## src/rtl/stream_dma_ctrl.sv

```systemverilog
// stream_dma_ctrl: CSR-programmed DMA that reads LEN words from SRC, streams
// them through an external processor, and writes the results to DST.
//   clk, reset_n           : single clock, synchronous active-low reset
//   avs_*                  : CSR slave (CTRL, STATUS, SRC, DST, LEN, COEFF)
//   avm_rd_*               : pipelined source read master, single-word reads
//   avm_wr_*               : destination write master, single-word writes
//   cfg_write/cfg_writedata: one-shot coefficient load into the processor
//   src_* / snk_*          : stream to / from the processor
//   irq                    : level interrupt, done AND irq_en
module stream_dma_ctrl #(
  parameter int unsigned CREDIT = 4,
  parameter int unsigned LEN_W  = 16
) (
  input  logic        clk,
  input  logic        reset_n,
  input  logic [2:0]  avs_address,
  input  logic        avs_write,
  input  logic [31:0] avs_writedata,
  input  logic        avs_read,
  output logic [31:0] avs_readdata,
  output logic [31:0] avm_rd_address,
  output logic        avm_rd_read,
  input  logic        avm_rd_waitrequest,
  input  logic [31:0] avm_rd_readdata,
  input  logic        avm_rd_readdatavalid,
  output logic [31:0] avm_wr_address,
  output logic        avm_wr_write,
  output logic [31:0] avm_wr_writedata,
  input  logic        avm_wr_waitrequest,
  output logic        cfg_write,
  output logic [31:0] cfg_writedata,
  output logic        src_valid,
  output logic [31:0] src_data,
  input  logic        src_ready,
  input  logic        snk_valid,
  input  logic [31:0] snk_data,
  output logic        snk_ready,
  output logic        irq
);

  localparam int unsigned PTR_W = (CREDIT > 1) ? $clog2(CREDIT) : 1;
  localparam int unsigned CNT_W = PTR_W + 1;  // 0..CREDIT
  localparam int unsigned SUM_W = PTR_W + 3;  // pending + occupancy + presented

  typedef enum logic [1:0] {S_IDLE, S_CFG, S_RUN, S_DONE} state_t;

  state_t           r_state;
  logic [31:0]      r_src;
  logic [31:0]      r_dst;
  logic [31:0]      r_coeff;
  logic [LEN_W-1:0] r_len;
  logic             r_irq_en;
  logic             r_done;
  logic             r_cfg_write;

  logic             r_rd_read;
  logic [31:0]      r_rd_address;
  logic [31:0]      r_rd_ptr;
  logic [LEN_W-1:0] r_rd_left;
  logic [CNT_W-1:0] r_rd_pend;

  logic             r_wr_write;
  logic [31:0]      r_wr_address;
  logic [31:0]      r_wr_data;
  logic [31:0]      r_wr_ptr;
  logic [LEN_W-1:0] r_wr_left;
  logic [LEN_W-1:0] r_wr_acc_left;

  logic [31:0]      r_mem [CREDIT];
  logic [PTR_W-1:0] r_wptr;
  logic [PTR_W-1:0] r_rptr;
  logic [CNT_W-1:0] r_count;

  logic             w_busy;
  logic             w_start;
  logic             w_rd_accept;
  logic             w_rd_issue;
  logic             w_push;
  logic             w_pop;
  logic             w_wr_accept;
  logic             w_snk_load;
  logic             w_last_wr;
  logic [SUM_W-1:0] w_used;
  logic             w_unused_rd;

  // Reads are side-effect free with zero wait states, so the strobe is not needed.
  assign w_unused_rd = avs_read;

  assign w_busy      = (r_state == S_CFG) || (r_state == S_RUN);
  assign w_start     = avs_write && (avs_address == 3'd0) && avs_writedata[0] &&
                       (r_state == S_IDLE);

  // Credit covers the presented read, reads in flight and words parked in the FIFO.
  assign w_used      = SUM_W'(r_rd_pend) + SUM_W'(r_count) + SUM_W'(r_rd_read);
  assign w_rd_accept = r_rd_read && !avm_rd_waitrequest;
  assign w_rd_issue  = (r_state == S_RUN) && (r_rd_left != '0) &&
                       (!r_rd_read || w_rd_accept) && (w_used < SUM_W'(CREDIT));

  // Beats with no matching accepted read (e.g. left over from before a reset) are dropped.
  assign w_push      = avm_rd_readdatavalid && (r_rd_pend != '0) && (r_state == S_RUN);
  assign w_pop       = (r_count != '0) && src_ready;

  assign w_wr_accept = r_wr_write && !avm_wr_waitrequest;
  assign snk_ready   = !r_wr_write || w_wr_accept;
  // Results beyond the programmed length (or while idle) are accepted and discarded.
  assign w_snk_load  = snk_valid && snk_ready && (r_state == S_RUN) && (r_wr_left != '0);
  assign w_last_wr   = w_wr_accept && (r_state == S_RUN) && (r_wr_acc_left == LEN_W'(1));

  assign avm_rd_read      = r_rd_read;
  assign avm_rd_address   = r_rd_address;
  assign avm_wr_write     = r_wr_write;
  assign avm_wr_address   = r_wr_address;
  assign avm_wr_writedata = r_wr_data;
  assign cfg_write        = r_cfg_write;
  assign cfg_writedata    = r_coeff;
  assign src_valid        = (r_count != '0);
  assign src_data         = r_mem[r_rptr];
  assign irq              = r_done && r_irq_en;

  // CSR read mux
  always_comb begin
    avs_readdata = '0;
    case (avs_address)
      3'd0:    avs_readdata = {30'd0, r_irq_en, 1'b0};
      3'd1:    avs_readdata = {30'd0, r_done, w_busy};
      3'd2:    avs_readdata = r_src;
      3'd3:    avs_readdata = r_dst;
      3'd4:    avs_readdata = 32'(r_len);
      3'd5:    avs_readdata = r_coeff;
      default: avs_readdata = '0;
    endcase
  end

  // CSRs, control FSM, read issue and write holding register
  always_ff @(posedge clk) begin
    if (!reset_n) begin
      r_state       <= S_IDLE;
      r_src         <= '0;
      r_dst         <= '0;
      r_coeff       <= 32'd1;
      r_len         <= '0;
      r_irq_en      <= 1'b0;
      r_done        <= 1'b0;
      r_cfg_write   <= 1'b0;
      r_rd_read     <= 1'b0;
      r_rd_address  <= '0;
      r_rd_ptr      <= '0;
      r_rd_left     <= '0;
      r_rd_pend     <= '0;
      r_wr_write    <= 1'b0;
      r_wr_address  <= '0;
      r_wr_data     <= '0;
      r_wr_ptr      <= '0;
      r_wr_left     <= '0;
      r_wr_acc_left <= '0;
    end else begin
      if (avs_write) begin
        case (avs_address)
          3'd0:    r_irq_en <= avs_writedata[1];
          3'd1:    if (avs_writedata[1]) r_done <= 1'b0;
          3'd2:    if (!w_busy) r_src <= {avs_writedata[31:2], 2'b00};
          3'd3:    if (!w_busy) r_dst <= {avs_writedata[31:2], 2'b00};
          3'd4:    if (!w_busy) r_len <= avs_writedata[LEN_W-1:0];
          3'd5:    if (!w_busy) r_coeff <= avs_writedata;
          default: ;
        endcase
      end

      r_cfg_write <= 1'b0;
      case (r_state)
        S_IDLE: begin
          if (w_start) begin
            r_rd_ptr      <= r_src;
            r_wr_ptr      <= r_dst;
            r_rd_left     <= r_len;
            r_wr_left     <= r_len;
            r_wr_acc_left <= r_len;
            if (r_len == '0) begin
              r_state <= S_DONE;
              r_done  <= 1'b1;
            end else begin
              r_state     <= S_CFG;
              r_cfg_write <= 1'b1;
            end
          end
        end
        S_CFG:   r_state <= S_RUN;
        S_RUN: begin
          if (w_last_wr) begin
            r_state <= S_DONE;
            r_done  <= 1'b1;
          end
        end
        S_DONE:  r_state <= S_IDLE;
        default: r_state <= S_IDLE;
      endcase

      // Read request stays presented until the slave drops waitrequest.
      if (w_rd_issue) begin
        r_rd_read    <= 1'b1;
        r_rd_address <= r_rd_ptr;
        r_rd_ptr     <= r_rd_ptr + 32'd4;
        r_rd_left    <= r_rd_left - LEN_W'(1);
      end else if (w_rd_accept) begin
        r_rd_read <= 1'b0;
      end
      r_rd_pend <= r_rd_pend + CNT_W'(w_rd_accept) - CNT_W'(w_push);

      // Write holding register: reloads in the same cycle the previous write is taken.
      if (w_snk_load) begin
        r_wr_write   <= 1'b1;
        r_wr_data    <= snk_data;
        r_wr_address <= r_wr_ptr;
        r_wr_ptr     <= r_wr_ptr + 32'd4;
        r_wr_left    <= r_wr_left - LEN_W'(1);
      end else if (w_wr_accept) begin
        r_wr_write <= 1'b0;
      end
      if (w_wr_accept) r_wr_acc_left <= r_wr_acc_left - LEN_W'(1);
    end
  end

  // Read-data FIFO; credit gating keeps it from overflowing.
  always_ff @(posedge clk) begin
    if (!reset_n) begin
      r_wptr  <= '0;
      r_rptr  <= '0;
      r_count <= '0;
    end else begin
      if (w_push) begin
        r_mem[r_wptr] <= avm_rd_readdata;
        r_wptr        <= r_wptr + PTR_W'(1);
      end
      if (w_pop) r_rptr <= r_rptr + PTR_W'(1);
      r_count <= r_count + CNT_W'(w_push) - CNT_W'(w_pop);
    end
  end

endmodule

```

## config.mk

```make
export PLATFORM = sky130hd
export DESIGN_NAME = stream_dma_ctrl
export DESIGN_NICKNAME = d
export VERILOG_FILES = /design/src/rtl/stream_dma_ctrl.sv
export SDC_FILE = /design/constraint.sdc
export NUM_CORES = 1
export LEC_CHECK = 0
export BUFFER_PORTS_ARGS = -buffer_cell sky130_fd_sc_hd__buf_2
export CORE_MARGIN = 2
export CORE_UTILIZATION = 45
export CTS_CLUSTER_DIAMETER = 30
export CTS_CLUSTER_SIZE = 28
export DETAILED_ROUTE_END_ITERATION = 8
export PLACE_DENSITY = 0.64
export SETUP_SLACK_MARGIN = 0.4
export SLEW_MARGIN = 20
export SYNTH_ARGS = -nofsm -noshare
export SYNTH_HDL_FRONTEND = slang
export SYNTH_SLANG_ARGS = --single-unit
```

## constraint.sdc

```tcl
create_clock -name clk -period 7 [get_ports clk]
set_input_delay 0.7 -clock clk [delete_from_list [all_inputs] [get_ports clk]]
set_output_delay 0.7 -clock clk [all_outputs]
set_load 0.05 [all_outputs]
```

### Word level (Yosys, flattened, before mapping)

Memory sizes are Yosys's and may differ from the RTL's. A register that Yosys moved wholly into a read port is not among the register bits.
Index checks and enable logic that the tools add are counted.

| cells by class | value |
|---|---|
| add/subtract/negate cells | 13 |
| order comparisons | 1 |
| equal/unequal tests | 11 |
| mux-type cells | 33 |
| bitwise logic cells | 1 |
| reductions and logical operators | 49 |

Operators with widths:

| operator | count |
|---|---|
| 32-bit 2-to-1 mux | 6 |
| 32-bit one-hot mux with 6 select lines | 1 |
| 16-bit 2-to-1 mux | 5 |
| 32-bit by 3-bit adder with 32-bit output (second input constant) | 2 |
| 16-bit by 1-bit subtractor with 16-bit output (second input constant) | 3 |
| 16-bit nonzero test | 2 |
| 1-bit logical AND | 17 |
| 16-bit by 1-bit == test with 1-bit output (second input constant) | 1 |
| 16-bit logical NOT | 1 |
| 2-bit nonzero test | 8 |
| 3-bit AND reduction | 5 |
| 1-bit 2-to-1 mux | 14 |
| 2-bit 2-to-1 mux | 5 |
| 2-bit AND reduction | 5 |
| 2-bit one-hot mux with 4 select lines | 1 |
| 3-bit by 1-bit adder with 3-bit output | 2 |
| 3-bit by 2-bit == test with 1-bit output (second input constant) | 2 |
| 3-bit == test (second input constant) | 2 |
| 3-bit nonzero test | 2 |
| 3-bit by 1-bit subtractor with 3-bit output | 2 |
| 4-bit by 1-bit adder with 5-bit output | 1 |
| 5-bit by 3-bit less-than comparator with 1-bit output (second input constant) | 1 |
| 2-bit by 1-bit adder with 2-bit output (second input constant) | 2 |
| 3-bit by 3-bit adder with 4-bit output | 1 |
| other kinds (10) | 17 |

| storage, ports and cells | value |
|---|---|
| bits in registers | 333 |
| bits in writable memories | 128 |
| input bits | 108 |
| output and inout port bits | 198 |
| word-level logic and storage cells | 131 |
| memories kept | 1 |

Memories:

| name | depth | bits a word | rd ports | clocked after memory_dff | write ports | line | RTL |
|---|---|---|---|---|---|---|---|
| r_mem | 4 | 32 | 1 | 1 | 1 | 69 | `logic [31:0] r_mem [CREDIT];` |

### Longest topological paths before layout

| depth | value |
|---|---|
| depth after elaboration | 8 |
| mapped depth | 11 |
| mapped depth without buffers | 10 |

### Least setup slack after synthesis

No wires, ideal clock.

| timing path | value |
|---|---|
| path kind | input to output |
| from | input avs_address[0] |
| to | output avs_readdata[30] |
| arrival | 3.030 ns |
| required time | 6.300 ns |
| path slack | 3.270 ns |
| stages | 5 |
| buffers on the path | 3 |
| path through | clkbuf_1 clkbuf_1 buf_1 mux2i_1 o21ai_0 |

| on the way | value |
|---|---|
| longest elaborated chain between the ends | 2 |
| elaborated cells on any way between the ends | 7 |
| those cells by class | 5 x eq/ne; 1 x mux; 1 x reduce/logical |

Ends and longest elaborated chain:

| item | line | RTL |
|---|---|---|
| start, declared | 16 | `input logic [2:0] avs_address,` |
| 3-bit == test, or another cell as far along | 123 | `case (avs_address)` |
| 32-bit one-hot mux with 6 select lines * | 123 |  |
| end, declared | 20 | `output logic [31:0] avs_readdata,` |

Mark *: on every way between the ends. The rest lies on a longest branch, timed or not.

### Final worst setup path

| timing path | value |
|---|---|
| from | input avs_address[0] |
| to | output avs_readdata[27] |

Same word-level chain as after synthesis.

==> summary.md <==
| Metric | Value |
|---|---|
| Post-route DRC | 0 |
| #FFs+latches synth | 455 |
| GRT Util Overall | 0.264 |
| Die area | around 46000 um^2 |
| CTS Buf Count | 99 |
| Async S/R FF share, synth | 0 |
| WS Path Type | primary input to output pin |
| CP max-delay cell | nor3b_2 |
| Initial DRT Pass Iterations | 6 |
| Critical path, cell by cell | buf_2 > buf_4 > inv_1 > nor3b_2 > nand2_1 > o21ai_0 > buf_2 |
| Vias in the first global route | 17100 |
| Die width | roughly 210 um |
| Hold Slack | 301 ps |
| Clk_skew | between 20 and 25 ps |
| Max-cap check violation count | 0 |
| Buffers on Ports | 300 |
| Die Span Y | ~210 um |
| Longest Clk Path Bufs | 3 |
| Final Hold Viols | 0 |
| Data arrival, critical path | ~3300 ps |
| Clk pwr share | 0.457 |
| # hold bufs at CTS | 0 |
| Crit-path most repeated cell | buf_2 |
| Period utilization | 0.565 |
| Via count | 17500 |
| Nets | between 2000 and 3000 |
| Pwr Density | about 420 nW/um^2 |
| Mapped Area | about 20000 um^2 |
| Post-synth EDFFs | 128 |
| Sequential fraction of the synthesis area | 0.523 |
| Synth warn | 0 |
| Syn Inst Count | ~2100 |
| Drt wl/cell | 20.3 um |
| Slew Limit Fails | 0 |
| Peak VDD IR | 235 uV |
| Initial Util | 0.458 |
| Post-route ant nets | 0 |
| Endpoint type of the worst setup path | output pin |
| Status | finished clean |
| Clock-pin slew on the worst setup and hold paths | about 50 ps |
| Startpoint types | primary input |
| Final setup fails | 0 |
| DR iter-0 viols | around 1500 |
| Sw Pwr | about 0.0036 W |
| Boundary Pins | around 310 |
| Combinational power share | 0.244 |
| GRT overflow | 0 |
| CTS tree | built |
| Initial antenna violation count | 3 |
| Placed cells | about 2900 |
| RSZ-0062 raised after global routing | false |
| Min-Delay Path Class | primary input to flop |
| TritonCTS sink count | between 400 and 500 |
| Most common flop cell mapped by yosys | dfxtp_1 |
| Critical path buffer and inverter count | 4 |
| Share of layout cells above drive strength 1 | 0.233 |
| P_leak | 9.41 nW |
| F_max | between 0.2 and 0.3 GHz |
| Rows | 76 |
| Count of cell types in the netlist | a little over 90 |
| Worst skew pair latency | 620 ps |
| Root Driver | clkbuf_16 |
| Worst-path fanout max | 55 |
| Avg Inst Size Synth | approximately 9.5 um^2 |
| H-tree depth | 3 |
| CP top delay family | buffers and inverters |
| Int Power | 0.00701 W |
| Sw Share | 0.338 |
| First-pass GRT wire length | slightly below 100 mm |
| Post-DP HPWL | about 40 mm |
| Reg2reg setup slack | between 3000 and 4000 ps |
| Final Wtd Congestion | ~0.90 |
| Crit-path max cell delay | 950 ps |
| WL final | 62.0 mm |
| Post-CTS setup repair buffer count | 0 |
| Sequential Power Share | 0.299 |
| WP data required | ~6300 ps |
| CORE AREA | 43400 um^2 |
| Synth-to-Final Area Change | 26.9% |
| Post-CTS sizing | 0 |
| Vias/cell | 5.73 |
| Finished Layout Cells | roughly 3000 |
| Post-layout min period | between 3000 and 4000 ps |
| Largest net degree at the start of global routing | 142 |
| Power Total | 0.0106 W |
| Worst rel slew slack | 0.239 |
| Worst Tran Pin Value | 1140 ps |
| Setup_tns | 0 ps |
## state kept, by name (all words and copies together), names as in the netlist, 30 cells and up, named ones only
signal / count
avm_wr_address: 30
r_dst: 30
r_mem: 128
r_src: 30
r_wr_ptr: 30
cfg_writedata: 32
avm_rd_address: 30
avm_wr_writedata: 32
r_rd_ptr: 30
## cell type report
class | count | area, um^2
Sequential cell | 455 | 10400
Antenna cell | 1 | 2.50
Timing Repair Buffer | 326 | 1700
Clock buffer | 123 | 2740
Clock inverter | 64 | 812
Multi-Input combinational cell | 1462 | 8690
Tap cell | 585 | 732
Inverter | 41 | 161
Fill cell | 3814 | 18100
## kinds of logic after synthesis
family	Yosys count	synth area share
other	1	0.000189
AO/OA/AOI/OAI	537	0.171
flip-flops	455	0.523
buffers and inverters	189	0.0427
multiplexers	83	0.0627
XOR/XNOR	12	0.00529
AND/OR/NAND/NOR	806	0.182
adder cells (fa/ha/maj)	20	0.0133
## per-layer routing
layer  vias up  GRT usage  routed length (um)
met1      8458      0.341               25700
met2       718      0.429               29300
li1       8225          -                   -
met5         -          0                   0
met4         0      0.130                2680
met3       127     0.0471                4330
## stage by stage
stage | instance area (um^2) | worst slack (ps) | utilization
after detailed placement | 21700 | 2530 | 0.500
after global placement | 21700 | 2530 | 0.500
after CTS | 25200 | 3040 | 0.582
after floorplan | 19900 | 3270 | -
final | 25200 | 3040 | 0.582
after global routing | 25200 | 2810 | 0.582
## synth_stat cells, types with 10 or more instances
cell type | count | area share
a211oi_1 | 24 | 0.0091
a21oi_1 | 259 | 0.065
a22oi_1 | 17 | 0.0064
a311oi_1 | 13 | 0.0057
a31oi_1 | 24 | 0.0076
a32oi_1 | 10 | 0.0044
and2_1 | 16 | 0.0050
and3_1 | 30 | 0.0094
buf_1 | 10 | 0.0019
buf_2 | 27 | 0.0068
buf_4 | 16 | 0.0060
clkbuf_1 | 89 | 0.017
dfxtp_1 | 327 | 0.33
edfxtp_1 | 128 | 0.19
ha_1 | 18 | 0.011
inv_1 | 40 | 0.0076
mux2i_1 | 48 | 0.024
mux4_2 | 33 | 0.037
nand2_1 | 507 | 0.096
nand3_1 | 51 | 0.013
nand4_1 | 14 | 0.0044
nor2_1 | 65 | 0.012
nor3_1 | 35 | 0.0088
nor4_1 | 20 | 0.0063
o211ai_1 | 14 | 0.0053
o21a_1 | 11 | 0.0042
o21ai_0 | 53 | 0.013
o22ai_1 | 27 | 0.0085
or3_1 | 14 | 0.0044
or4_1 | 11 | 0.0042
## placed cells by master, fill, tap and decap left out, drive strengths merged, types with 14 or more instances in the layout
cell / count
a211oi: 24
a21oi: 261
a22oi: 18
a31oi: 24
and2: 16
and3: 30
buf: 326
bufinv: 14
clkbuf: 123
clkinv: 30
clkinvlp: 16
dfxtp: 327
edfxtp: 128
ha: 18
inv: 45
mux2i: 48
mux4: 33
nand2: 507
nand3: 51
nand4: 14
nor2: 66
nor3: 38
nor4: 22
o211ai: 14
o21ai: 57
o22ai: 28
or3: 14
## worst paths after layout
path | depth (start not counted) | to | start
max reg2reg | 8 | r_wr_ptr[20] | r_wr_left[0]
min | 1 | r_mem[2][6] | avm_rd_readdata[6]
max | 7 | avs_readdata[27] | avs_address[0]
min reg2reg | 2 | avm_wr_writedata[24] | avm_wr_writedata[24]
## power by group through the flow
stage	clock [W]	sequential (W)	combinational, W
global placement	0	0.00319	0.00252
global route	0.00504	0.00319	0.00279
finish	0.00483	0.00316	0.00259
CTS	0.00489	0.00316	0.00257
floorplan	0	0.00326	0.00187
detailed placement	0	0.00320	0.00255
No activity file was read; power rests on OpenSTA's default activity.
